$ cat src/rtl/photon_dlmon_pkg.sv
// Shared types and default sizing for the photon deadlock-monitor report path.
package photon_dlmon_pkg;

    localparam int N_MON_DEF = 4;
    localparam int CNT_W_DEF = 16;
    localparam int IDX_W_DEF = 4;

    typedef enum logic {
        ST_IDLE   = 1'b0,
        ST_REPORT = 1'b1
    } state_t;

    typedef struct packed {
        logic [IDX_W_DEF-1:0] idx;
        logic [CNT_W_DEF-1:0] count;
    } report_t;

endpackage

$ cat src/rtl/photon_dlmon_rr_arbiter.sv
// Combinational round-robin search: first set req bit at or above rr_ptr, wrapping mod N_MON.
// Zero latency; no flow control, the caller decides when a grant is taken.
module photon_dlmon_rr_arbiter #(
    parameter int N_MON = 4,
    parameter int IDX_W = 4
) (
    input  logic [N_MON-1:0] req,
    input  logic [IDX_W-1:0] rr_ptr,
    output logic             grant_valid,
    output logic [IDX_W-1:0] grant_idx
);

    logic [2*N_MON-1:0] w_rot;
    int                 w_sum;

    assign w_rot = {req, req} >> rr_ptr;

    // Walk downward so the lowest rotated offset (closest to rr_ptr) wins.
    always_comb begin
        grant_valid = 1'b0;
        grant_idx   = '0;
        w_sum       = 0;
        for (int k = N_MON - 1; k >= 0; k--) begin
            if (w_rot[k]) begin
                w_sum = int'(rr_ptr) + k;
                if (w_sum >= N_MON) begin
                    w_sum = w_sum - N_MON;
                end
                grant_valid = 1'b1;
                grant_idx   = IDX_W'(w_sum);
            end
        end
    end

endmodule

$ cat src/rtl/photon_deadlock_report_ctrl.sv
// Qualifies monitor block signals against a persistence threshold and serialises reports round-robin.
// Report valid one cycle after qualification; idx/count held under backpressure, clear aborts.
module photon_deadlock_report_ctrl
    import photon_dlmon_pkg::*;
#(
    parameter int N_MON = N_MON_DEF,
    parameter int CNT_W = CNT_W_DEF,
    parameter int IDX_W = IDX_W_DEF
) (
    input  logic             clock,
    input  logic             reset,
    input  logic [N_MON-1:0] block_in,
    input  logic             cfg_enable,
    input  logic [CNT_W-1:0] cfg_threshold,
    input  logic             clear,
    output logic             report_valid,
    input  logic             report_ready,
    output logic [IDX_W-1:0] report_idx,
    output logic [CNT_W-1:0] report_count,
    output logic [N_MON-1:0] pending,
    output logic             deadlock
);

    typedef struct packed {
        logic [IDX_W-1:0] idx;
        logic [CNT_W-1:0] count;
    } rep_t;

    logic [CNT_W-1:0] r_cnt     [N_MON];
    logic [CNT_W-1:0] w_cnt_nxt [N_MON];
    logic [CNT_W-1:0] w_thr;
    logic [CNT_W-1:0] w_grant_cnt;
    logic [N_MON-1:0] w_hit;
    logic [N_MON-1:0] w_hs_mask;
    logic [N_MON-1:0] r_pending;
    logic             r_deadlock;
    logic [IDX_W-1:0] r_rr_ptr;
    rep_t             r_rep;
    state_t           r_state;
    state_t           w_state_nxt;
    logic             w_grant_vld;
    logic [IDX_W-1:0] w_grant_idx;
    logic             w_load;
    logic             w_hs;

    assign w_thr = (cfg_threshold == '0) ? CNT_W'(1) : cfg_threshold;

    // Qualify on the exact thr-1 -> thr step so each blocked episode fires at most once.
    always_comb begin
        w_hit = '0;
        for (int i = 0; i < N_MON; i++) begin
            w_cnt_nxt[i] = '0;
            if (block_in[i]) begin
                w_cnt_nxt[i] = (r_cnt[i] == '1) ? r_cnt[i] : r_cnt[i] + CNT_W'(1);
            end
            w_hit[i] = block_in[i] && (r_cnt[i] == w_thr - CNT_W'(1));
        end
    end

    photon_dlmon_rr_arbiter #(
        .N_MON (N_MON),
        .IDX_W (IDX_W)
    ) u_arb (
        .req         (r_pending),
        .rr_ptr      (r_rr_ptr),
        .grant_valid (w_grant_vld),
        .grant_idx   (w_grant_idx)
    );

    // Snapshot the value the counter takes on the grant edge, i.e. what it reads in the first REPORT cycle.
    always_comb begin
        w_grant_cnt = '0;
        w_hs_mask   = '0;
        for (int i = 0; i < N_MON; i++) begin
            if (w_grant_idx == IDX_W'(i)) begin
                w_grant_cnt = w_cnt_nxt[i];
            end
            w_hs_mask[i] = w_hs && (r_rep.idx == IDX_W'(i));
        end
    end

    always_comb begin
        w_state_nxt  = r_state;
        w_load       = 1'b0;
        w_hs         = 1'b0;
        report_valid = 1'b0;
        case (r_state)
            ST_IDLE: begin
                if (cfg_enable && w_grant_vld) begin
                    w_load      = 1'b1;
                    w_state_nxt = ST_REPORT;
                end
            end
            ST_REPORT: begin
                report_valid = 1'b1;
                if (report_ready) begin
                    w_hs        = 1'b1;
                    w_state_nxt = ST_IDLE;
                end
            end
            default: w_state_nxt = ST_IDLE;
        endcase
    end

    always_ff @(posedge clock) begin
        if (!reset || clear) begin
            r_state <= ST_IDLE;
        end else begin
            r_state <= w_state_nxt;
        end
    end

    always_ff @(posedge clock) begin
        if (!reset) begin
            for (int i = 0; i < N_MON; i++) begin
                r_cnt[i] <= '0;
            end
            r_pending  <= '0;
            r_deadlock <= 1'b0;
            r_rr_ptr   <= '0;
            r_rep      <= '0;
        end else if (clear) begin
            for (int i = 0; i < N_MON; i++) begin
                r_cnt[i] <= '0;
            end
            r_pending  <= '0;
            r_deadlock <= 1'b0;
        end else begin
            for (int i = 0; i < N_MON; i++) begin
                r_cnt[i] <= w_cnt_nxt[i];
            end
            r_pending  <= (r_pending & ~w_hs_mask) | w_hit;
            r_deadlock <= r_deadlock | (|w_hit);
            if (w_load) begin
                r_rep.idx   <= w_grant_idx;
                r_rep.count <= w_grant_cnt;
            end
            if (w_hs) begin
                r_rr_ptr <= (r_rep.idx == IDX_W'(N_MON - 1)) ? '0 : r_rep.idx + IDX_W'(1);
            end
        end
    end

    assign report_idx   = r_rep.idx;
    assign report_count = r_rep.count;
    assign pending      = r_pending;
    assign deadlock     = r_deadlock;

endmodule

$ cat config.mk
export PLATFORM = sky130hd
export DESIGN_NAME = photon_deadlock_report_ctrl
export DESIGN_NICKNAME = d
export VERILOG_FILES = /design/src/rtl/photon_dlmon_pkg.sv /design/src/rtl/photon_dlmon_rr_arbiter.sv /design/src/rtl/photon_deadlock_report_ctrl.sv
export SDC_FILE = /design/constraint.sdc
export NUM_CORES = 1
export LEC_CHECK = 0
export CORE_MARGIN = 4
export CORE_UTILIZATION = 40
export CTS_CLUSTER_SIZE = 30
export DETAILED_ROUTE_END_ITERATION = 7
export PLACE_DENSITY = 0.62
export SETUP_SLACK_MARGIN = 0.5
export SLEW_MARGIN = 20
export SYNTH_ARGS = -nofsm -noshare
export SYNTH_HDL_FRONTEND = slang
export SYNTH_SLANG_ARGS = --single-unit
$ cat constraint.sdc
create_clock -name clock -period 4.1 [get_ports clock]
set_input_delay 1.23 -clock clock [delete_from_list [all_inputs] [get_ports clock]]
set_output_delay 1.23 -clock clock [all_outputs]
set_load 0.02 [all_outputs]
==> flow_metrics.py <==
metrics = {
    "run_status": {
        "status": "finished, final reports clean",
    },
    "synthesis": {
        "synth_top_area_share_pct": 19.0,
        "synthesis.area_per_instance_um2": 8.24,
        "yosysMostFrequentCell": "nor2_1",
        "synth_common_cells": "nor2_1, nand2_1, nand3_1",
        "yosysUniqueCellTypes": 88,
        "yosysTopAreaCell": "edfxtp_1",
        "syn_area_um2": 7600,
        "seq_area_frac_synth_pct": 31.1,
        "ys_async_sr_fraction_pct": 0,
        "ys.flop_type": "edfxtp_1",
        "ys_warn_count": 0,
        "synth.ff_latch_count": 94,
        "synthTopCellsByArea": "edfxtp_1, dfxtp_1, xnor2_1",
        "synth_edf_count": 48,
        "syn_inst": 922,
    },
    "floorplanning": {
        "start_util_pct": 40.6,
        "dieArea_um2": 21300,
        "dieWidth_um": 146,
        "core_um2": 18700,
        "die_y_um": 146,
        "io_pins": 51,
        "fp-row-count": 50,
    },
    "setup_path": {
        "reg2reg_depth": 11,
        "crit_type": "primary input to flip-flop",
        "worstPathCellList": "buf_8 > nor4_4 > nand3_2 > nor2_4 > nor2_4 > ha_4 > xor2_2 > buf_4 > xor2_2 > a311oi_2 > o2111ai_2 > a221oi_2 > nand3_1 > nor4_2 > buf_4 > o31a_1",
        "slowest_delay_ps": 320,
        "crit_arrival_ps": 3920,
        "r2r_start": "r_rr_ptr[2]$_SDFFE_PN0P_",
        "required_ps": 4400,
        "cp_max_fo": 3,
        "timing.rr.end": "report_count[4]$_SDFFE_PN0P_",
        "reg2reg_slack_ps": 790,
        "crit_path_start_kind": "primary input",
        "crit_path_end_kind": "flip-flop",
        "crit_slowest_cell": "nor4_2",
    },
    "power": {
        "switching_share_pct": 28.3,
        "seq_power_share_pct": 47.5,
        "clock_power_share_pct": 37.2,
        "internal_power_mw": 1.60,
        "cellPowerDensity_nw_per_um2": 231,
        "p_leak_nw": 3.60,
        "total_power_mw": 2.23,
        "p_switching_mw": 0.632,
        "ir_drop_uv": 156,
        "combPwrFrac_pct": 15.4,
    },
    "timing": {
        "tightest_slew_ps": 690,
        "setup_viol": 0,
        "rsz0062_at_grt": "yes",
        "finalHoldViolCount": 0,
        "timing.final.crit_share_pct": 88.3,
        "clock_skew_ps": 9.86,
        "drv_slew": 0,
        "fmax_mhz": 276,
        "max_slew_margin_pct": 53.6,
        "fin_crit_ps": 3620,
        "setup_ws_ps": 479,
        "timing.hold.ws_ps": 467,
    },
    "detailed_routing": {
        "wl_per_cell_um": 20.2,
        "routed_wl_um": 26500,
        "vias": 7656,
        "via_per_inst": 5.83,
        "drc_errors": 0,
        "firstDrtPassIters": 5,
        "drtIter0Drc": 699,
        "ant_nets": 0,
    },
    "clock_tree": {
        "clkLatencyLatePin_ps": 360,
        "cts.sinks": 94,
        "postCtsHoldBufs": 0,
        "clock_path_buffers": 2,
        "cts_root_buffer": "clkbuf_16",
        "numCtsBuffers": 9,
        "cts_tree": "done",
        "h-tree-depth": 3,
        "path_clk_slew_ps": 70,
    },
    "finish": {
        "drive_above_1_share_pct": 18.6,
        "nets": 1118,
        "layout.cells.non_filler": 1313,
        "n_antenna_cell": 0,
        "area_growth_pct": 27.2,
        "final.fill_count": 1803,
    },
    "placement": {
        "dp.cells": 1268,
        "hpwl_um": 20000,
        "io_buffers": 50,
        "place.gp.congestion": 0.991,
        "dp_slack_ps": -281,
    },
    "global_routing": {
        "first_global_vias": 7269,
        "grt_start_max_net_pins": 29,
        "grt_overflow_total": 0,
        "grt_antenna_before_repair": 0,
        "grt_pass1_wl_um": 41200,
        "grt_usage_pct": 24.4,
    },
    "min_path": {
        "hp-start": "report_count[2]$_SDFFE_PN0P_",
        "worst_hold_path_type": "flip-flop to flip-flop",
        "holdPathStages": 2,
        "holdPathEnd": "report_count[2]$_SDFFE_PN0P_",
    },
    "job": {
        "cap_viol_max_count": 0,
    },
}
[worst max-delay path: cells and delay by family]
family | cells | cell delay (ps)
xor+xnor | 2 | 310
compound gates | 4 | 710
simple gates | 6 | 1080
fa+ha+maj | 1 | 160
buf+inv | 3 | 420
[repair_timing]
action	4_1_cts	5_1_grt
setup endpoints to repair	7	17
gates resized for setup	63	49
setup buffers	26	3
pin swaps	16	27
[kinds of logic (layout without fill, tap and decap cells)]
family / count (synthesis) / count (layout) / share of synthesized area [%]
buf+inv: 94 / 204 / 5.07
flops: 94 / 94 / 31.1
compound gates: 195 / 195 / 18.4
simple gates: 406 / 406 / 27.8
mux: 20 / 20 / 3.28
xor+xnor: 92 / 92 / 11.0
fa+ha+maj: 20 / 20 / 3.26
other cells: 1 / 48 / 0.0494
[power groups by stage]
stage	Sequential (mW)	Combinational (mW)	Clock, mW
6_report	1.06	0.343	0.829
3_3_place_gp	1.08	0.317	0
5_1_grt	1.06	0.371	0.871
3_5_place_dp	1.08	0.316	0
4_1_cts	1.06	0.324	0.843
2_1_floorplan	1.05	0.199	0
[per-layer routing]
layer  track usage, %  vias up  routed length (µm)
met1             34.7     3628               12200
met3             4.39       51                1850
met4             9.35        0                 891
met5                0        -                   0
li1                 -     3680                   -
met2             36.7      297               11500
[worst max-delay path by stage]
stage	to	startpoint	depth (start not counted)
2_1_floorplan	deadlock$_SDFF_PN0_	cfg_threshold[12]	15
3_3_place_gp	deadlock$_SDFF_PN0_	cfg_threshold[12]	15
3_5_place_dp	pending[3]$_SDFF_PN0_	cfg_threshold[12]	16
4_1_cts	pending[3]$_SDFF_PN0_	cfg_threshold[6]	16
5_1_grt	pending[3]$_SDFF_PN0_	cfg_threshold[0]	16
6_report	deadlock$_SDFF_PN0_	cfg_threshold[0]	16
[through the flow]
step	TNS (ps)	utilization [%]	instance area [µm²]
2_1_floorplan	0	-	7910
3_3_place_gp	-985	48.1	8990
3_5_place_dp	-1160	48.1	8990
4_1_cts	0	50.8	9500
5_1_grt	0	51.7	9660
6_report	0	51.7	9660
[layout by cell type, fill, tap and decap left out, types with 13 or more instances in the layout]
master,instances
xnor2_1,51
dfxtp_1,45
nand3_1,55
o21ai_0,44
inv_1,31
and3_1,18
conb_1,48
a21oi_1,19
edfxtp_1,48
ha_1,18
nand2_1,76
nor2_1,96
o211ai_1,13
nor2b_1,13
nor4_1,15
buf_4,94
xor2_1,32
nand4_1,22
nor3_1,32
clkdlybuf4s50_1,34
[cell type report]
class	instances	area [µm²]	area share (%)
clock buffer	11	243	2.51
clock inverter	5	40.0	0.414
inverter	34	128	1.32
multi-input combinational	781	5300	54.8
sequential	94	2360	24.5
tap	234	293	3.03
timing repair buffer	154	1300	13.5
[registers in the layout (all words and copies together) (netlist names)]
signal / cells
deadlock: 1
pending: 4
r_cnt: 64
r_rr_ptr: 4
r_state: 1
report_count: 16
report_idx: 4
(Power assumes the default switching activity.)
